<file path="src/rtl/feeder_pkg.sv">
// Shared types and constants for the unified-buffer activation feeder.
package feeder_pkg;

  localparam int UB_DEPTH   = 64;
  localparam int ADDR_WIDTH = 6;
  localparam int VCNT_W     = 4;

  typedef enum logic [1:0] {
    IDLE  = 2'd0,
    LOAD  = 2'd1,
    DRAIN = 2'd2
  } feeder_state_e;

endpackage

</file>
<file path="src/rtl/skew_line.sv">
// One lane of the diagonal skew: data plus valid delayed by DELAY cycles.
// DELAY of 0 is a plain wire.
module skew_line #(
  parameter int DELAY = 0,
  parameter int WIDTH = 7
) (
  input  logic             clk,
  input  logic             rst,
  input  logic [WIDTH-1:0] din,
  input  logic             vin,
  output logic [WIDTH-1:0] dout,
  output logic             vout
);

  generate
    if (DELAY == 0) begin : g_wire
      logic unused_ctrl_s;
      assign unused_ctrl_s = clk ^ rst;
      assign dout = din;
      assign vout = vin;
    end else begin : g_shift
      logic [DELAY-1:0][WIDTH-1:0] data_r;
      logic [DELAY-1:0]            valid_r;

      // shift register, cleared by synchronous reset
      always_ff @(posedge clk) begin
        if (rst) begin
          data_r  <= '0;
          valid_r <= '0;
        end else begin
          data_r[0]  <= din;
          valid_r[0] <= vin;
          for (int i = 1; i < DELAY; i++) begin
            data_r[i]  <= data_r[i-1];
            valid_r[i] <= valid_r[i-1];
          end
        end
      end

      assign dout = data_r[DELAY-1];
      assign vout = valid_r[DELAY-1];
    end
  endgenerate

endmodule

</file>
<file path="src/rtl/ub_act_feeder.sv">
// Reads num_vec SIZE-element vectors from the unified buffer and feeds them
// diagonally skewed into the systolic array. Optional FEEDER_CYCLE_CNT_EN adds cycle_cnt.
module ub_act_feeder #(
  parameter int SIZE             = 8,
  parameter int ACTIVATION_WIDTH = 7,
  parameter int ADDR_WIDTH       = feeder_pkg::ADDR_WIDTH
) (
  input  logic                             clk,
  input  logic                             rst,
  input  logic                             start,
  input  logic [ADDR_WIDTH-1:0]            base_addr,
  input  logic [feeder_pkg::VCNT_W-1:0]    num_vec,
  output logic                             busy,
  output logic                             done,
  output logic [ADDR_WIDTH-1:0]            Rd_Addr,
  input  logic [ACTIVATION_WIDTH-1:0]      Rd_Data,
  output logic [SIZE*ACTIVATION_WIDTH-1:0] act_out,
  output logic [SIZE-1:0]                  act_valid
`ifdef FEEDER_CYCLE_CNT_EN
  ,
  output logic [15:0]                      cycle_cnt
`endif
);

  import feeder_pkg::*;

  localparam int AW = ACTIVATION_WIDTH;
  localparam int EW = (SIZE > 1) ? $clog2(SIZE) : 1;
  localparam int DW = $clog2(SIZE + 1);
  localparam logic [EW-1:0]     ELEM_LAST = EW'(SIZE - 1);
  localparam logic [VCNT_W-1:0] SIZE_V    = VCNT_W'(SIZE);

  feeder_state_e state_r, next_state_s;

  logic [EW-1:0]             elem_r;
  logic [VCNT_W-1:0]         vec_r;
  logic [VCNT_W-1:0]         num_r;
  logic [DW-1:0]             drain_r;
  logic [ADDR_WIDTH-1:0]     addr_r;
  logic                      busy_r;
  logic                      done_r;
  logic [SIZE-2:0][AW-1:0]   stage_r;
  logic [SIZE*AW-1:0]        vec0_r;
  logic                      vec0_v_r;

  logic [VCNT_W-1:0] num_clamp_s;
  logic [DW-1:0]     drain_done_at_s;
  logic              accept_s;
  logic              capture_s;
  logic              last_elem_s;
  logic              last_cap_s;
  logic              vec_fire_s;
  logic              done_next_s;
  logic              leave_drain_s;

  assign num_clamp_s     = (num_vec > SIZE_V) ? SIZE_V : num_vec;
  // an empty job drains for zero cycles, so done comes straight away
  assign drain_done_at_s = (num_r == VCNT_W'(0)) ? DW'(0) : DW'(SIZE - 2);

  // FSM state register
  always_ff @(posedge clk) begin
    if (rst) begin
      state_r <= IDLE;
    end else begin
      state_r <= next_state_s;
    end
  end

  // FSM next-state logic
  always_comb begin
    next_state_s = state_r;
    case (state_r)
      IDLE: begin
        if (start) begin
          next_state_s = (num_clamp_s == VCNT_W'(0)) ? DRAIN : LOAD;
        end else begin
          next_state_s = IDLE;
        end
      end
      LOAD: begin
        if (last_cap_s) begin
          next_state_s = DRAIN;
        end else begin
          next_state_s = LOAD;
        end
      end
      DRAIN: begin
        if (leave_drain_s) begin
          next_state_s = IDLE;
        end else begin
          next_state_s = DRAIN;
        end
      end
      default: next_state_s = IDLE;
    endcase
  end

  // FSM output decode
  always_comb begin
    accept_s      = 1'b0;
    capture_s     = 1'b0;
    last_elem_s   = (elem_r == ELEM_LAST);
    last_cap_s    = 1'b0;
    vec_fire_s    = 1'b0;
    done_next_s   = 1'b0;
    leave_drain_s = 1'b0;
    case (state_r)
      IDLE: begin
        accept_s = start;
      end
      LOAD: begin
        capture_s  = 1'b1;
        vec_fire_s = last_elem_s;
        last_cap_s = last_elem_s && (vec_r == (num_r - VCNT_W'(1)));
      end
      DRAIN: begin
        done_next_s   = (drain_r == drain_done_at_s);
        leave_drain_s = (drain_r == (drain_done_at_s + DW'(1)));
      end
      default: begin
        accept_s = 1'b0;
      end
    endcase
  end

  // job control: counters, address, busy/done
  always_ff @(posedge clk) begin
    if (rst) begin
      elem_r  <= '0;
      vec_r   <= '0;
      num_r   <= '0;
      drain_r <= '0;
      addr_r  <= '0;
      busy_r  <= 1'b0;
      done_r  <= 1'b0;
    end else begin
      busy_r  <= (next_state_s != IDLE);
      done_r  <= done_next_s;
      drain_r <= (state_r == DRAIN) ? (drain_r + DW'(1)) : DW'(0);
      if (accept_s) begin
        num_r  <= num_clamp_s;
        elem_r <= '0;
        vec_r  <= '0;
        if (num_clamp_s != VCNT_W'(0)) begin
          addr_r <= base_addr;
        end
      end else if (capture_s) begin
        elem_r <= last_elem_s ? EW'(0) : (elem_r + EW'(1));
        if (last_elem_s) begin
          vec_r <= vec_r + VCNT_W'(1);
        end
        // address stays on the final element once the job is fully read
        if (!last_cap_s) begin
          addr_r <= addr_r + ADDR_WIDTH'(1);
        end
      end
    end
  end

  // element staging and skew stage 0
  always_ff @(posedge clk) begin
    if (rst) begin
      stage_r  <= '0;
      vec0_r   <= '0;
      vec0_v_r <= 1'b0;
    end else begin
      if (capture_s && !last_elem_s) begin
        stage_r[elem_r] <= Rd_Data;
      end
      vec0_r   <= vec_fire_s ? {Rd_Data, stage_r} : '0;
      vec0_v_r <= vec_fire_s;
    end
  end

  for (genvar i = 0; i < SIZE; i++) begin : g_lane
    skew_line #(
      .DELAY (i),
      .WIDTH (AW)
    ) u_lane (
      .clk  (clk),
      .rst  (rst),
      .din  (vec0_r[i*AW +: AW]),
      .vin  (vec0_v_r),
      .dout (act_out[i*AW +: AW]),
      .vout (act_valid[i])
    );
  end

  assign busy    = busy_r;
  assign done    = done_r;
  assign Rd_Addr = addr_r;

`ifdef FEEDER_CYCLE_CNT_EN
  logic [15:0] cycle_cnt_r;

  // busy-cycle counter, saturating, frozen from the done cycle on
  always_ff @(posedge clk) begin
    if (rst) begin
      cycle_cnt_r <= 16'h0000;
    end else if (accept_s) begin
      cycle_cnt_r <= 16'h0000;
    end else if (busy_r && !done_r && (cycle_cnt_r != 16'hFFFF)) begin
      cycle_cnt_r <= cycle_cnt_r + 16'h0001;
    end else begin
      cycle_cnt_r <= cycle_cnt_r;
    end
  end

  assign cycle_cnt = cycle_cnt_r;
`endif

endmodule

</file>
<file path="config.mk">
export PLATFORM = sky130hd
export DESIGN_NAME = ub_act_feeder
export DESIGN_NICKNAME = d
export VERILOG_FILES = /design/src/rtl/feeder_pkg.sv /design/src/rtl/skew_line.sv /design/src/rtl/ub_act_feeder.sv
export SDC_FILE = /design/constraint.sdc
export NUM_CORES = 1
export LEC_CHECK = 0
export CORE_MARGIN = 3
export CORE_UTILIZATION = 60
export CTS_BUF_LIST = sky130_fd_sc_hd__clkbuf_16
export CTS_CLUSTER_SIZE = 14
export DETAILED_ROUTE_END_ITERATION = 7
export PLACE_DENSITY = 0.87
export SYNTH_ARGS = -nofsm -noshare
export SYNTH_HDL_FRONTEND = slang
export SYNTH_HIERARCHICAL = 1
export SYNTH_SLANG_ARGS = --single-unit
</file>
<file path="constraint.sdc">
create_clock -name clk -period 5.07 [get_ports clk]
set_input_delay 1.014 -clock clk [delete_from_list [all_inputs] [get_ports clk]]
set_output_delay 1.014 -clock clk [all_outputs]
set_load 0.02 [all_outputs]
</file>
==> impl_metrics.ini <==
[cts]
root_buffer_cell = sky130_fd_sc_hd__clkbuf_16
cts_repair_resize_count = 0
cts_num_sinks = 355
cts.htree.levels = 2
cts_inserted_buffers = 35
cts_tree = yes
cts-root-to-sink-buffers = 3
worstSkewPairLatency_ns = 0.52
cts.reportedPaths.clkPinSlew_ns = 0.06
cts.repair_timing.setup_buffer_count = 0
cts_hold_repair.buffers = 0

[power]
vdd_ir_drop_max_mv = 0.290
switching_share_pct = 20.8
seqPwrFrac_pct = 52.2
power.net_switching_w = 0.00112
power.leakage_nw = 5.21
comb_power_share_pct = 2.7
power_per_cell_area_nw_per_um2 = 418
internal_power_w = 0.00427
power_frac_clock_pct = 45.1

[synth]
post_synth_cell_types = 46
post_synth_and_or_nand_nor_area_fraction_pct = 22.9
synth_async_sr_flop_share_pct = 0
yosys-mux-area-fraction_pct = 4.28
synth_compound_area_share_pct = 1.87
dominantRegCellSynth = sky130_fd_sc_hd__dfxtp_1
synth_enable_flop_cells = 0
synth_warn = 6
postSynthCellCount = 964
post_synth_fa_ha_maj_area_fraction_pct = 0.667
yosys.area_share.xor_xnor_pct = 0.856
syn_avg_cell_area_um2 = 11.7
yosys_register_bits = 355
yosysSeqAreaShare_pct = 63.2
main_combinational_cell_family_by_area_after_synthesis = simple AND/OR/NAND/NOR gates
synthesis.nets = 990
area_of_the_mapped_netlist_um2 = 11300

[floorplanning]
core_um2 = 18200
die-width_um = 143
design.die.area_um2 = 20400
initial_utilization_pct = 61.8
fp.dieH_um = 143
io_pins = 92
fp-row-count = 49

[flow_run]
timing.max_cap.violations = 0

[final_layout]
num_antenna_cells = 0
areaGrowthSynthToFinish_pct = 14.6
layout.cells.non_filler = 1249
number_of_nets_in_the_layout = 1024
layout-drive-gt1-share_pct = 14.2
postLayoutCellArea_um2 = 12900

[setup_path]
cp_num_buf_inv = 1
critical_path_arrival_ns = 1.72
timing.critical_path.fanout_max = 8
worstPathCellList = clkdlybuf4s50_1
path_delay_family = buffers and inverters
type_of_element_capturing_the_critical_path = output port
critical-path-slowest-cell = sky130_fd_sc_hd__clkdlybuf4s50_1
critical_path_source_type = flip-flop
timing.setup.critical_path_class = reg -> out
cp_slowest_stage_delay_ns = 0.68
required_time_at_the_worst_slack_endpoint_ns = 4.06

[timing]
worst_pin_slew_ns = 0.968
timing.setup.tns_ns = 0
max_freq_ghz = 0.366
rsz0062_at_grt = false
worst_setup_slack_final_ns = 2.34
setup-violations-final = 0
final_min_period_over_clock_period_pct = 53.9
fin_skew_ns = 0.0142
final_max_slew_viol_count = 0
worst_slew_margin_rel_pct = 35.3
period_needed_ns = 2.73
final-hold-violation-count = 0
whs_ns = 0.428

[global_routing]
grt_pass1_vias = 5830
global_route_wire_length_before_repair_mm = 27.2
overflow = 0
grt_max_degree = 153
global_route_usage_over_all_layers_pct = 16.4
number_of_antenna_violations_at_the_first_check_in_global_routing = 0

[drt]
remaining_drc_errors = 0
via_count = 5932
route.detailed.wl_per_inst_um = 13.2
drt-pass1-iter-count = 4
ant_nets = 0
avgViaCountPerCell = 4.75
route.final.wire_length_mm = 16.5
detail_route.iter0.violations = 263

[placed_design]
placed_cells_incl_taps = 1190
place_hpwl_mm = 9.29
post-place-ws_ns = 2.11
placed_cell_area_um2 = 11800
place.gp.congestion = 0.774
port_buffers = 91

[min_path]
hp-class = reg -> reg

[outcome]
run_status = finished clean
[cell usage in the layout, fill, tap and decap left out, types with 3 or more instances in the layout]
cell type and n:
sky130_fd_sc_hd__nand3b_1 6, sky130_fd_sc_hd__xor2_1 6, sky130_fd_sc_hd__nor3b_1 3, sky130_fd_sc_hd__nor2_1 64, sky130_fd_sc_hd__nor2b_2 82, sky130_fd_sc_hd__dfxtp_1 355
sky130_fd_sc_hd__clkdlybuf4s50_1 90, sky130_fd_sc_hd__nand3_1 12, sky130_fd_sc_hd__ha_1 6, sky130_fd_sc_hd__nor3_1 3, sky130_fd_sc_hd__a21oi_1 18, sky130_fd_sc_hd__and2b_2 6
sky130_fd_sc_hd__and2_1 57, sky130_fd_sc_hd__mux2i_1 47, sky130_fd_sc_hd__clkinv_1 5, sky130_fd_sc_hd__inv_1 14, sky130_fd_sc_hd__xnor2_1 5, sky130_fd_sc_hd__clkbuf_16 35
sky130_fd_sc_hd__nor2b_1 133, sky130_fd_sc_hd__nand2_1 23, sky130_fd_sc_hd__clkinv_2 5, sky130_fd_sc_hd__and2b_1 4, sky130_fd_sc_hd__bufinv_16 3
[worst paths after layout]
| check | from | end | slack (ns) | cells after the start |
|---|---|---|---|---|
| max | vec0_v_r | act_valid[0] | 2.34 | 1 |
| min | g_lane[7].u_lane/g_shift.data_r[12] | g_lane[7].u_lane/g_shift.data_r[19] | 0.43 | 1 |
| max reg2reg | elem_r[0] | stage_r[28] | 2.55 | 6 |
| min reg2reg | g_lane[7].u_lane/g_shift.data_r[12] | g_lane[7].u_lane/g_shift.data_r[19] | 0.43 | 1 |
[layer usage]
layer | wire length (um) | track usage [%] | part of all wire [%] | vias up
li1 | - | - | - | 3049
met1 | 7100 | 19.0 | 43 | 2730
met2 | 8340 | 29.6 | 51 | 129
met3 | 741 | 3.62 | 4.5 | 24
met4 | 284 | 6.10 | 1.7 | 0
met5 | 0 | 0 | 0 | -
[cell type report]
type                    instances  area (um2)
clock buffers                  35         876
clock inverters                24         221
fillers                      1201        5310
inverters                       7        26.3
multi-input cells             507        3440
flip-flops and latches        355        7110
well taps                     229         287
repair buffers                 92         936
[cell usage after synthesis (2+ instances only)]
master / instances / area share (%)
sky130_fd_sc_hd__nor3_1: 3 / 0.13
sky130_fd_sc_hd__o211ai_1: 2 / 0.13
sky130_fd_sc_hd__nor2b_1: 133 / 7.4
sky130_fd_sc_hd__nand2b_1: 2 / 0.11
sky130_fd_sc_hd__and2_1: 57 / 3.2
sky130_fd_sc_hd__nand3_1: 12 / 0.53
sky130_fd_sc_hd__xnor2_1: 5 / 0.39
sky130_fd_sc_hd__clkbuf_1: 14 / 0.47
sky130_fd_sc_hd__dfxtp_1: 355 / 63
sky130_fd_sc_hd__nand2_1: 23 / 0.77
sky130_fd_sc_hd__buf_6: 11 / 1.1
sky130_fd_sc_hd__nor2_1: 65 / 2.2
sky130_fd_sc_hd__nand4b_1: 2 / 0.16
sky130_fd_sc_hd__clkbuf_4: 4 / 0.27
sky130_fd_sc_hd__buf_2: 8 / 0.36
sky130_fd_sc_hd__and3_1: 2 / 0.11
sky130_fd_sc_hd__a31oi_1: 2 / 0.11
sky130_fd_sc_hd__nor4_1: 2 / 0.11
sky130_fd_sc_hd__or3_1: 2 / 0.11
sky130_fd_sc_hd__nand3b_1: 6 / 0.40
sky130_fd_sc_hd__and2b_2: 6 / 0.47
sky130_fd_sc_hd__mux2i_1: 47 / 4.2
sky130_fd_sc_hd__buf_4: 58 / 3.9
sky130_fd_sc_hd__and2b_1: 4 / 0.27
sky130_fd_sc_hd__xor2_1: 6 / 0.47
sky130_fd_sc_hd__nor2b_2: 82 / 6.4
sky130_fd_sc_hd__nor3_2: 2 / 0.18
sky130_fd_sc_hd__inv_1: 7 / 0.23
sky130_fd_sc_hd__nor3b_1: 3 / 0.20
sky130_fd_sc_hd__ha_1: 6 / 0.67
sky130_fd_sc_hd__a21oi_1: 18 / 0.80
[kinds of logic after synthesis]
| group | count (synthesis) |
|---|---|
| flip-flops | 355 |
| multiplexers | 48 |
| AO/OA/AOI/OAI | 33 |
| adder cells (fa/ha/maj) | 6 |
| XOR/XNOR | 11 |
| buffers and inverters | 102 |
| AND/OR/NAND/NOR | 409 |
[power groups by stage]
| stage | clock network [W] | logic (W) | registers, W |
|---|---|---|---|
| 3_5_place_dp | 0 | 0.000144 | 0.00288 |
| 3_3_place_gp | 0 | 0.000141 | 0.00288 |
| 4_1_cts | 0.00249 | 0.000145 | 0.00282 |
| 6_report | 0.00244 | 0.000143 | 0.00282 |
| 5_1_grt | 0.00261 | 0.000158 | 0.00282 |
| 2_1_floorplan | 0 | 0.0000978 | 0.00288 |
[registers in the layout, indices dropped and copies added (netlist names), 2 cells and up]
register	cells
g_lane.u_lane/g_shift.data_r	147
vec0_r	56
g_lane.u_lane/dout	49
stage_r	49
g_lane.u_lane/g_shift.valid_r	27
Rd_Addr	6
drain_r	4
num_r	4
vec_r	4
elem_r	3
state_r	2
[per-stage QoR]
stage	util (%)	power, W
after floorplan	-	0.00298
after global placement	64.8	0.00302
after detailed placement	64.8	0.00302
after CTS	70.8	0.00545
after global routing	70.8	0.00558
final	70.8	0.00540
Note: power is estimated with default switching activity, not from simulation.
